**config.mk**
```make
export PLATFORM = sky130hd
export DESIGN_NAME = iir_fold3_section_flat
export DESIGN_NICKNAME = d
export VERILOG_FILES = /design/src/rtl/iir_fold3_section_if.sv /design/src/rtl/iir_fold3_section.sv /design/src/flat_wrapper.sv
export SDC_FILE = /design/constraint.sdc
export NUM_CORES = 1
export LEC_CHECK = 0
export BUFFER_PORTS_ARGS = -buffer_cell sky130_fd_sc_hd__buf_2
export CORE_MARGIN = 5
export CORE_UTILIZATION = 65
export DETAILED_ROUTE_END_ITERATION = 6
export HOLD_SLACK_MARGIN = 0.08
export PLACE_DENSITY = 0.94
export SETUP_SLACK_MARGIN = 0.5
export SYNTH_ARGS = -nofsm -noshare
export SYNTH_HDL_FRONTEND = slang
export SYNTH_SLANG_ARGS = --single-unit
export TNS_END_PERCENT = 20
```
**constraint.sdc**
```tcl
create_clock -name clk -period 14.8 [get_ports clk]
set_clock_uncertainty 0.2 [all_clocks]
set_input_delay 1.48 -clock clk [delete_from_list [all_inputs] [get_ports clk]]
set_output_delay 1.48 -clock clk [all_outputs]
set_load 0.005 [all_outputs]
```
**src/rtl/iir_fold3_section_if.sv**
```systemverilog
// Sample/coefficient bus for the folded first-order IIR section.
// valid/ready: a sample transfers on a rising clk edge where in_valid && in_ready;
// in_valid while in_ready is low is ignored (not queued). out_valid is a
// one-cycle pulse with no ready (the consumer cannot stall the section).
interface iir_fold3_section_if #(
    parameter int DATA_W = 20,
    parameter int COEF_W = 16
);
    logic              in_valid;
    logic              in_ready;
    logic [DATA_W-1:0] x_in;
    logic [COEF_W-1:0] b0;
    logic [COEF_W-1:0] b1;
    logic [COEF_W-1:0] a1;
    logic              out_valid;
    logic [DATA_W-1:0] y_out;
    logic [1:0]        phase;

    modport master (
        output in_valid, x_in, b0, b1, a1,
        input  in_ready, out_valid, y_out, phase
    );

    modport slave (
        input  in_valid, x_in, b0, b1, a1,
        output in_ready, out_valid, y_out, phase
    );
endinterface

```
**src/rtl/iir_fold3_section.sv**
```systemverilog
// First-order IIR section y[n] = b0*x[n] + b1*x[n-1] + a1*y[n-1].
// The three products share one multiplier over three clocks (MUL0..MUL2);
// the sum is rounded half-up, saturated to DATA_W and fed back as y[n-1].
module iir_fold3_section #(
    parameter int DATA_W = 20,
    parameter int COEF_W = 16,
    parameter int FRAC   = 14,
    parameter int ACC_W  = 40
) (
    input  logic                clk,
    input  logic                rst,
    iir_fold3_section_if.slave  bus
);
    localparam int PROD_W = DATA_W + COEF_W;

    localparam logic signed [ACC_W-1:0] RND_HALF = ACC_W'(1) << (FRAC - 1);
    localparam logic signed [ACC_W-1:0] SAT_MAX  = (ACC_W'(1) << (DATA_W - 1)) - ACC_W'(1);
    localparam logic signed [ACC_W-1:0] SAT_MIN  = ~SAT_MAX;

    typedef enum logic [1:0] {
        IDLE = 2'd0,
        MUL0 = 2'd1,
        MUL1 = 2'd2,
        MUL2 = 2'd3
    } state_t;

    state_t                    state_q, state_d;
    logic signed [ACC_W-1:0]   acc_q, acc_d;
    logic signed [DATA_W-1:0]  x_q, x_d;
    logic signed [DATA_W-1:0]  x_d1_q, x_d1_d;
    logic signed [DATA_W-1:0]  y_d1_q, y_d1_d;
    logic signed [COEF_W-1:0]  b0_q, b0_d;
    logic signed [COEF_W-1:0]  b1_q, b1_d;
    logic signed [COEF_W-1:0]  a1_q, a1_d;
    logic signed [DATA_W-1:0]  y_out_q, y_out_d;
    logic                      out_valid_q, out_valid_d;

    logic                      accept;
    logic signed [DATA_W-1:0]  mul_x;
    logic signed [COEF_W-1:0]  mul_c;
    logic signed [PROD_W-1:0]  prod;
    logic signed [ACC_W-1:0]   prod_ext;
    logic signed [ACC_W-1:0]   r_sum;
    logic signed [ACC_W-1:0]   r_rnd;
    logic signed [DATA_W-1:0]  y_sat;

    assign bus.in_ready  = (state_q == IDLE) && !rst;
    assign bus.out_valid = out_valid_q;
    assign bus.y_out     = y_out_q;
    assign bus.phase     = state_q;

    assign accept = bus.in_valid && bus.in_ready;

    // Shared multiplier: operand pair selected by the fold phase.
    always_comb begin
        mul_x = x_q;
        mul_c = b0_q;
        case (state_q)
            MUL1:    begin mul_x = x_d1_q; mul_c = b1_q; end
            MUL2:    begin mul_x = y_d1_q; mul_c = a1_q; end
            default: begin mul_x = x_q;    mul_c = b0_q; end
        endcase
        prod     = mul_x * mul_c;
        prod_ext = {{(ACC_W - PROD_W){prod[PROD_W-1]}}, prod};
        r_sum    = acc_q + prod_ext;
        r_rnd    = (r_sum + RND_HALF) >>> FRAC;
        if (r_rnd > SAT_MAX) begin
            y_sat = SAT_MAX[DATA_W-1:0];
        end else if (r_rnd < SAT_MIN) begin
            y_sat = SAT_MIN[DATA_W-1:0];
        end else begin
            y_sat = r_rnd[DATA_W-1:0];
        end
    end

    // Next-state: fold sequencing, operand latching and result write-back.
    always_comb begin
        state_d     = state_q;
        acc_d       = acc_q;
        x_d         = x_q;
        x_d1_d      = x_d1_q;
        y_d1_d      = y_d1_q;
        b0_d        = b0_q;
        b1_d        = b1_q;
        a1_d        = a1_q;
        y_out_d     = y_out_q;
        out_valid_d = 1'b0;
        case (state_q)
            IDLE: begin
                if (accept) begin
                    x_d     = $signed(bus.x_in);
                    b0_d    = $signed(bus.b0);
                    b1_d    = $signed(bus.b1);
                    a1_d    = $signed(bus.a1);
                    state_d = MUL0;
                end
            end
            MUL0: begin
                acc_d   = prod_ext;
                state_d = MUL1;
            end
            MUL1: begin
                acc_d   = r_sum;
                state_d = MUL2;
            end
            MUL2: begin
                y_out_d     = y_sat;
                y_d1_d      = y_sat;
                x_d1_d      = x_q;
                out_valid_d = 1'b1;
                state_d     = IDLE;
            end
            default: state_d = IDLE;
        endcase
    end

    // State registers; reset discards any partial computation.
    always_ff @(posedge clk) begin
        if (rst) begin
            state_q     <= IDLE;
            acc_q       <= '0;
            x_q         <= '0;
            x_d1_q      <= '0;
            y_d1_q      <= '0;
            b0_q        <= '0;
            b1_q        <= '0;
            a1_q        <= '0;
            y_out_q     <= '0;
            out_valid_q <= 1'b0;
        end else begin
            state_q     <= state_d;
            acc_q       <= acc_d;
            x_q         <= x_d;
            x_d1_q      <= x_d1_d;
            y_d1_q      <= y_d1_d;
            b0_q        <= b0_d;
            b1_q        <= b1_d;
            a1_q        <= a1_d;
            y_out_q     <= y_out_d;
            out_valid_q <= out_valid_d;
        end
    end
endmodule
```
**src/flat_wrapper.sv**
```systemverilog
// flat-port wrapper written by rule: the top's interface ports become plain ports
module iir_fold3_section_flat 
#(
    parameter int DATA_W = 20,
    parameter int COEF_W = 16,
    parameter int FRAC   = 14,
    parameter int ACC_W  = 40
)
  (clk, rst, bus_in_valid, bus_x_in, bus_b0, bus_b1, bus_a1, bus_in_ready, bus_out_valid, bus_y_out, bus_phase);
  iir_fold3_section_if #(.DATA_W(DATA_W), .COEF_W(COEF_W)) bus_i ();
  input  logic clk;
  input  logic rst;
  input wire logic [$bits(bus_i.in_valid)-1:0] bus_in_valid;
  input wire logic [$bits(bus_i.x_in)-1:0] bus_x_in;
  input wire logic [$bits(bus_i.b0)-1:0] bus_b0;
  input wire logic [$bits(bus_i.b1)-1:0] bus_b1;
  input wire logic [$bits(bus_i.a1)-1:0] bus_a1;
  output wire logic [$bits(bus_i.in_ready)-1:0] bus_in_ready;
  output wire logic [$bits(bus_i.out_valid)-1:0] bus_out_valid;
  output wire logic [$bits(bus_i.y_out)-1:0] bus_y_out;
  output wire logic [$bits(bus_i.phase)-1:0] bus_phase;
  assign bus_i.in_valid = bus_in_valid;
  assign bus_i.x_in = bus_x_in;
  assign bus_i.b0 = bus_b0;
  assign bus_i.b1 = bus_b1;
  assign bus_i.a1 = bus_a1;
  assign bus_in_ready = bus_i.in_ready;
  assign bus_out_valid = bus_i.out_valid;
  assign bus_y_out = bus_i.y_out;
  assign bus_phase = bus_i.phase;
  iir_fold3_section #(.DATA_W(DATA_W), .COEF_W(COEF_W), .FRAC(FRAC), .ACC_W(ACC_W)) u_core (.clk(clk), .rst(rst), .bus(bus_i));
endmodule
```
# Yosys cells after proc, flatten, opt, wreduce, memory -nomap -nowiden
# Index checks and enable logic that the tools add are counted.
[word_totals]
reg_bits = 151
output_inout_bits = 24
wordCells = 32
[op_classes]
addsub = 2
n_mul = 1
magnitude_cmp = 2
n_eq_ne = 4
n_mux = 8
n_reduce_logical = 6
[ops]
columns = ["operator", "count"]
rows = [
  ["40-bit one-hot mux with 2 select lines", 1],
  ["40-bit by 15-bit adder with 40-bit output, second input constant", 1],
  ["40-bit by 36-bit adder with 40-bit output", 1],
  ["20-bit two-way mux", 2],
  ["20-bit one-hot mux with 2 select lines", 1],
  ["20-bit by 16-bit multiplier with 36-bit output", 1],
  ["16-bit one-hot mux with 2 select lines", 1],
  ["26-bit by 20-bit > comparator with 1-bit output, second input constant", 1],
  ["26-bit by 20-bit < comparator with 1-bit output, second input constant", 1],
  ["2-bit one-hot mux with 4 select lines", 1],
  ["2-bit equality test, second input constant", 2],
  ["2-bit by 1-bit equality test with 1-bit output, second input constant", 1],
  ["1-bit logical AND", 2],
  ["2-bit logical NOT", 1],
  ["2-bit two-way mux", 1],
  ["2-bit by 1-bit inequality test with 1-bit output, second input constant", 1],
  ["2-bit AND reduction", 1],
  ["2-bit nonzero test", 1],
  ["1-bit logical NOT", 1],
  ["1-bit two-way mux", 1],
]

# Logic depth before layout (Yosys ltp)
[logic_depth]
word_depth = 8
ltp_mapped = 47
depth_no_buf = 42

# Least setup slack after synthesis
# No wires, ideal clock.
[synth_timing]
path_type = "reg2reg"
startpoint = "register u_core.state_q[0], in the netlist u_core.bus.phase[0]"
endpoint = "register u_core.y_d1_q[9]"
setup_time_ns = 0.060
t_arrival_ns = 10.253
setup_slack_ns = 4.287
path_stages_with_launch = 43
synth_period_minus_slack_ns = 10.513
cell_sequence = "dfxtp_1 inv_1 ha_1 clkbuf_1 buf_1 clkbuf_1 a22o_1 a21oi_1 nor2_1 fa_1 inv_1 fa_1 fa_1 fa_1 inv_1 fa_1 inv_1 fa_1 (+7 left out) o21ai_0 a311oi_1 o21ai_0 xor2_1 ha_1 clkbuf_1 and3_1 and2_1 a221o_1 a21oi_2 o211ai_2 or3_4 or4_4 xor2_1 o31ai_4 a211oi_4 buf_6 a221o_1"
[synth_between]
elab_chain_len = 8
[synth_rtl]
columns = ["element", "line_no", "rtl"]
rows = [
  ["start: declaration", "iir_fold3_section.sv:27", "state_t state_q, state_d;"],
  ["start signal: assignment", "iir_fold3_section.sv:131", "state_q <= state_d;"],
  ["2-bit equality test, on equally long branches", "iir_fold3_section.sv:58, iir_fold3_section.sv:88", ""],
  ["20-bit one-hot mux with 2 select lines or 16-bit one-hot mux with 2 select lines (tied branches)", "iir_fold3_section.sv:58", "case (state_q)"],
  ["20-bit by 16-bit multiplier with 36-bit output", "iir_fold3_section.sv:63", "prod = mul_x * mul_c;"],
  ["40-bit by 36-bit adder with 40-bit output", "iir_fold3_section.sv:65", "r_sum = acc_q + prod_ext;"],
  ["40-bit by 15-bit adder with 40-bit output", "iir_fold3_section.sv:66", "r_rnd = (r_sum + RND_HALF) >>> FRAC;"],
  ["26-bit by 20-bit < comparator with 1-bit output", "iir_fold3_section.sv:69", "end else if (r_rnd < SAT_MIN) begin"],
  ["20-bit two-way mux", "iir_fold3_section.sv:69", ""],
  ["20-bit two-way mux", "iir_fold3_section.sv:67", "if (r_rnd > SAT_MAX) begin"],
  ["end signal: assignment", "iir_fold3_section.sv:135", "y_d1_q <= y_d1_d;"],
  ["end: declaration", "iir_fold3_section.sv:31", "logic signed [DATA_W-1:0] y_d1_q, y_d1_d;"],
]
# Parallel ways exist; a longest one is shown, timed or not.
# A chain may end at the register's enable or synchronous reset.

# Worst setup path in the final report
[layout_timing]
startpoint = "register u_core.state_q[1], in the netlist u_core.bus.phase[1]"
endpoint = "register u_core.y_d1_q[12]"
# The elaborated chain is that of the path after synthesis.

==> results.py <==
metrics = {
    "critical_path": {
        "critPathTopFamily": "adder cells",
        "worstPathMaxFanout": 68,
        "startpoint": "u_core.bus.phase[1]",
        "worstSetupPathType": "flip-flop to flip-flop",
        "cpMostUsedCell": "fa_1",
        "cp-start-kind": "flip-flop",
        "cp_slowest_cell": "a21oi_2",
        "cpPeakStageDelay_ps": 950,
        "cp_num_buf_inv": 6,
        "rr_startpoint": "u_core.bus.phase[1]",
        "required_ps": 14980,
        "cp.arrival_ps": 12810,
        "cp-end-kind": "flip-flop",
    },
    "floorplan": {
        "start_util_pct": 66.1,
        "die_w_um": 190,
        "io_pins": 95,
        "core_area_sq_um": 31700,
        "dieHeight_um": 190,
        "dieArea_sq_um": 35900,
        "fp-row-count": 65,
    },
    "sta": {
        "holdWs_ps": 277,
        "timing.final.crit_share_pct": 85.4,
        "drv_slew": 0,
        "rsz0062_at_grt": "false",
        "timing.fmax_mhz": 79.1,
        "min_period_ps": 12640,
        "worst_pin_slew_ps": 1280,
        "hold_viol_final": 0,
        "setup-tns-final_ps": 0,
        "setup_viol": 0,
        "relSlewSlack_pct": 14.6,
    },
    "synthesis": {
        "synth_adder_area_share_pct": 38.6,
        "synthCells": 2475,
        "synth-compound-area-share_pct": 15.4,
        "ys_warn_count": 0,
        "syn-num-nets": 3001,
        "synth-simple-area-share_pct": 16.4,
        "synth_ff_type": "dfxtp_1",
        "synth_top_family_by_area": "adder cells",
        "ys_ff_latch": 151,
        "synth-edff-count": 0,
        "synth_area_leaders": "fa_1 (30%), dfxtp_1 (14%), ha_1 (8.1%)",
        "yosys.area.top_type": "fa_1",
        "yosysSeqAreaShare_pct": 14.4,
        "avgSynthCellArea_sq_um": 8.47,
        "yosys.area.top_type_share_pct": 30.5,
        "synth-async-reset-ratio_pct": 0,
        "synth_xor_area_share_pct": 4.09,
        "synth.area.mux_share_pct": 1.96,
        "syn_area_sq_um": 21000,
        "yosys-top-cells-count": "inv_1 (386), fa_1 (319), nand2_1 (306)",
        "post-synth-top-count-cell": "inv_1",
        "synth.distinct_cells": 88,
    },
    "power": {
        "clockPowerShare_pct": 9.3,
        "leakage_nw": 10.6,
        "power.total_w": 0.00478,
        "p_per_area_nw_per_um2": 214,
        "seqPwrFrac_pct": 12.8,
        "switchingPower_w": 0.00272,
        "combPwrFrac_pct": 77.9,
        "power.share.switching_pct": 56.8,
        "p_int_w": 0.00206,
        "ir_worst_vdd_mv": 0.229,
    },
    "global_routing": {
        "grt_pass1_vias": 18900,
        "busiest_layer": "met2",
        "grt_overflow_total": 0,
        "use_met1_pct": 45.2,
        "grt_use_met3_pct": 7.89,
        "met2_usage_pct": 60.3,
        "antenna_found_initial": 0,
        "grt_pass1_wl_um": 103000,
        "grt_max_degree": 137,
        "grt_use_total_pct": 36.5,
    },
    "drt": {
        "first_pass_iters": 6,
        "post-route-drc-count": 0,
        "drt_wl_total_um": 64400,
        "ant_nets": 0,
        "wl_per_cell_um": 22.1,
        "vias_per_cell": 6.24,
        "via_count": 18200,
        "drtIter0Drc": 1806,
    },
    "clock_tree": {
        "holdBufCountCts": 0,
        "clock_latency_ps": 450,
        "clkSinkCount": 151,
        "cts_tree": "done",
        "post_cts.repair.setup_buffers": 0,
        "h-tree-depth": 4,
        "clockBufferDepth": 2,
        "clk_pin_slew_worst_paths_ps": 70,
        "cts_buffers": 17,
        "ctsResizeCount": 0,
        "cts_root_buf": "clkbuf_16",
    },
    "outcome": {
        "status": "completed",
    },
    "flow_run": {
        "cap_violations": 0,
    },
    "place": {
        "dp_cells": 2881,
        "place_hpwl_um": 50400,
        "numPortBuffers": 94,
        "gp_congestion": 1.03,
    },
    "finish": {
        "syn_to_final_growth_pct": 6.29,
        "multi_input_area_sq_um": 16100,
        "regArea_sq_um": 3020,
        "drive_above_1_share_pct": 8.00,
        "final_util_pct": 70.2,
        "n_fill_cell": 2336,
        "fin_nets": 3024,
        "fin_cells": 2914,
    },
    "min_path": {
        "min-delay-start": "u_core.b1_q[15]",
        "min_path_type": "flip-flop to flip-flop",
    },
}
-- flip-flops by register name, indices dropped and copies added, names as in the netlist, 2 cells and up --
signal / flops
u_core.a1_q: 16
u_core.acc_q: 40
u_core.b0_q: 16
u_core.b1_q: 16
u_core.bus.phase: 2
u_core.x_d1_q: 20
u_core.x_q: 20
u_core.y_d1_q: 20
-- metal layers --
layer | part of all wire, % | wire, um
met1 | 36 | 23100
met2 | 47 | 30300
met3 | 10 | 6580
met4 | 6.8 | 4390
met5 | 0 | 0
-- worst min-delay path, stage by stage (launching register included) --
cell and delay, ps:
dfxtp_1 310, nand2b_1 60, o21ai_0 60
-- stage by stage --
| stage | setup slack [ps] | cell area, sq um |
|---|---|---|
| 5_1_grt | 1540 | 22300 |
| 4_1_cts | 2380 | 22300 |
| 6_report | 2160 | 22300 |
| 3_3_place_gp | 2770 | 21700 |
| 2_1_floorplan | 4290 | 21000 |
| 3_5_place_dp | 2510 | 21700 |
-- layout by cell type, fill, tap and decap left out, drive strengths merged, types with 17 or more instances in the layout --
master	Yosys	layout
a211oi	22	22
a21o	55	55
a21oi	117	117
a221o	23	23
a22o	36	36
buf	20	116
clkbuf	92	17
dfxtp	151	151
fa	319	319
ha	136	136
inv	386	393
mux2i	41	41
nand2	308	308
nand2b	78	78
nand3	17	17
nor2	270	270
nor3	18	18
o21ai	115	115
xnor2	69	69
xor2	23	23
-- layout make-up --
type,count,area share [%]
Antenna cell,1,0.0112
Clock buffer,17,1.91
Clock inverter,15,0.786
Inverter,386,6.50
Multi-Input combinational cell,1826,72.1
Sequential cell,151,13.6
Tap cell,402,2.26
Timing Repair Buffer,116,2.86
-- logic make-up (layout without fill, tap and decap cells) --
kind of cell    count (synthesis)  in the layout
other cells                     0              1
buf+inv                       498            534
mux                            41             41
flops                         151            151
xor+xnor                       92             92
simple gates                  772            772
compound gates                466            466
fa+ha+maj                     455            455
-- power groups by stage --
stage	Clock [W]	Combinational [W]	Sequential [W]
2_1_floorplan	0	0.00266	0.000565
6_report	0.000443	0.00372	0.000613
3_3_place_gp	0	0.00351	0.000606
5_1_grt	0.000462	0.00404	0.000616
3_5_place_dp	0	0.00359	0.000610
4_1_cts	0.000445	0.00365	0.000604
-- path summary, 6_finish.rpt --
kind,endpoint,slack (ps),cells past startpoint
worst max-delay path,u_core.y_d1_q[12],2160,38
worst max register to register,u_core.y_d1_q[12],2160,38
worst min register to register,u_core.b1_q[15],280,2
worst min-delay path,u_core.b1_q[15],280,2
Power figures use the tool's default switching activity.
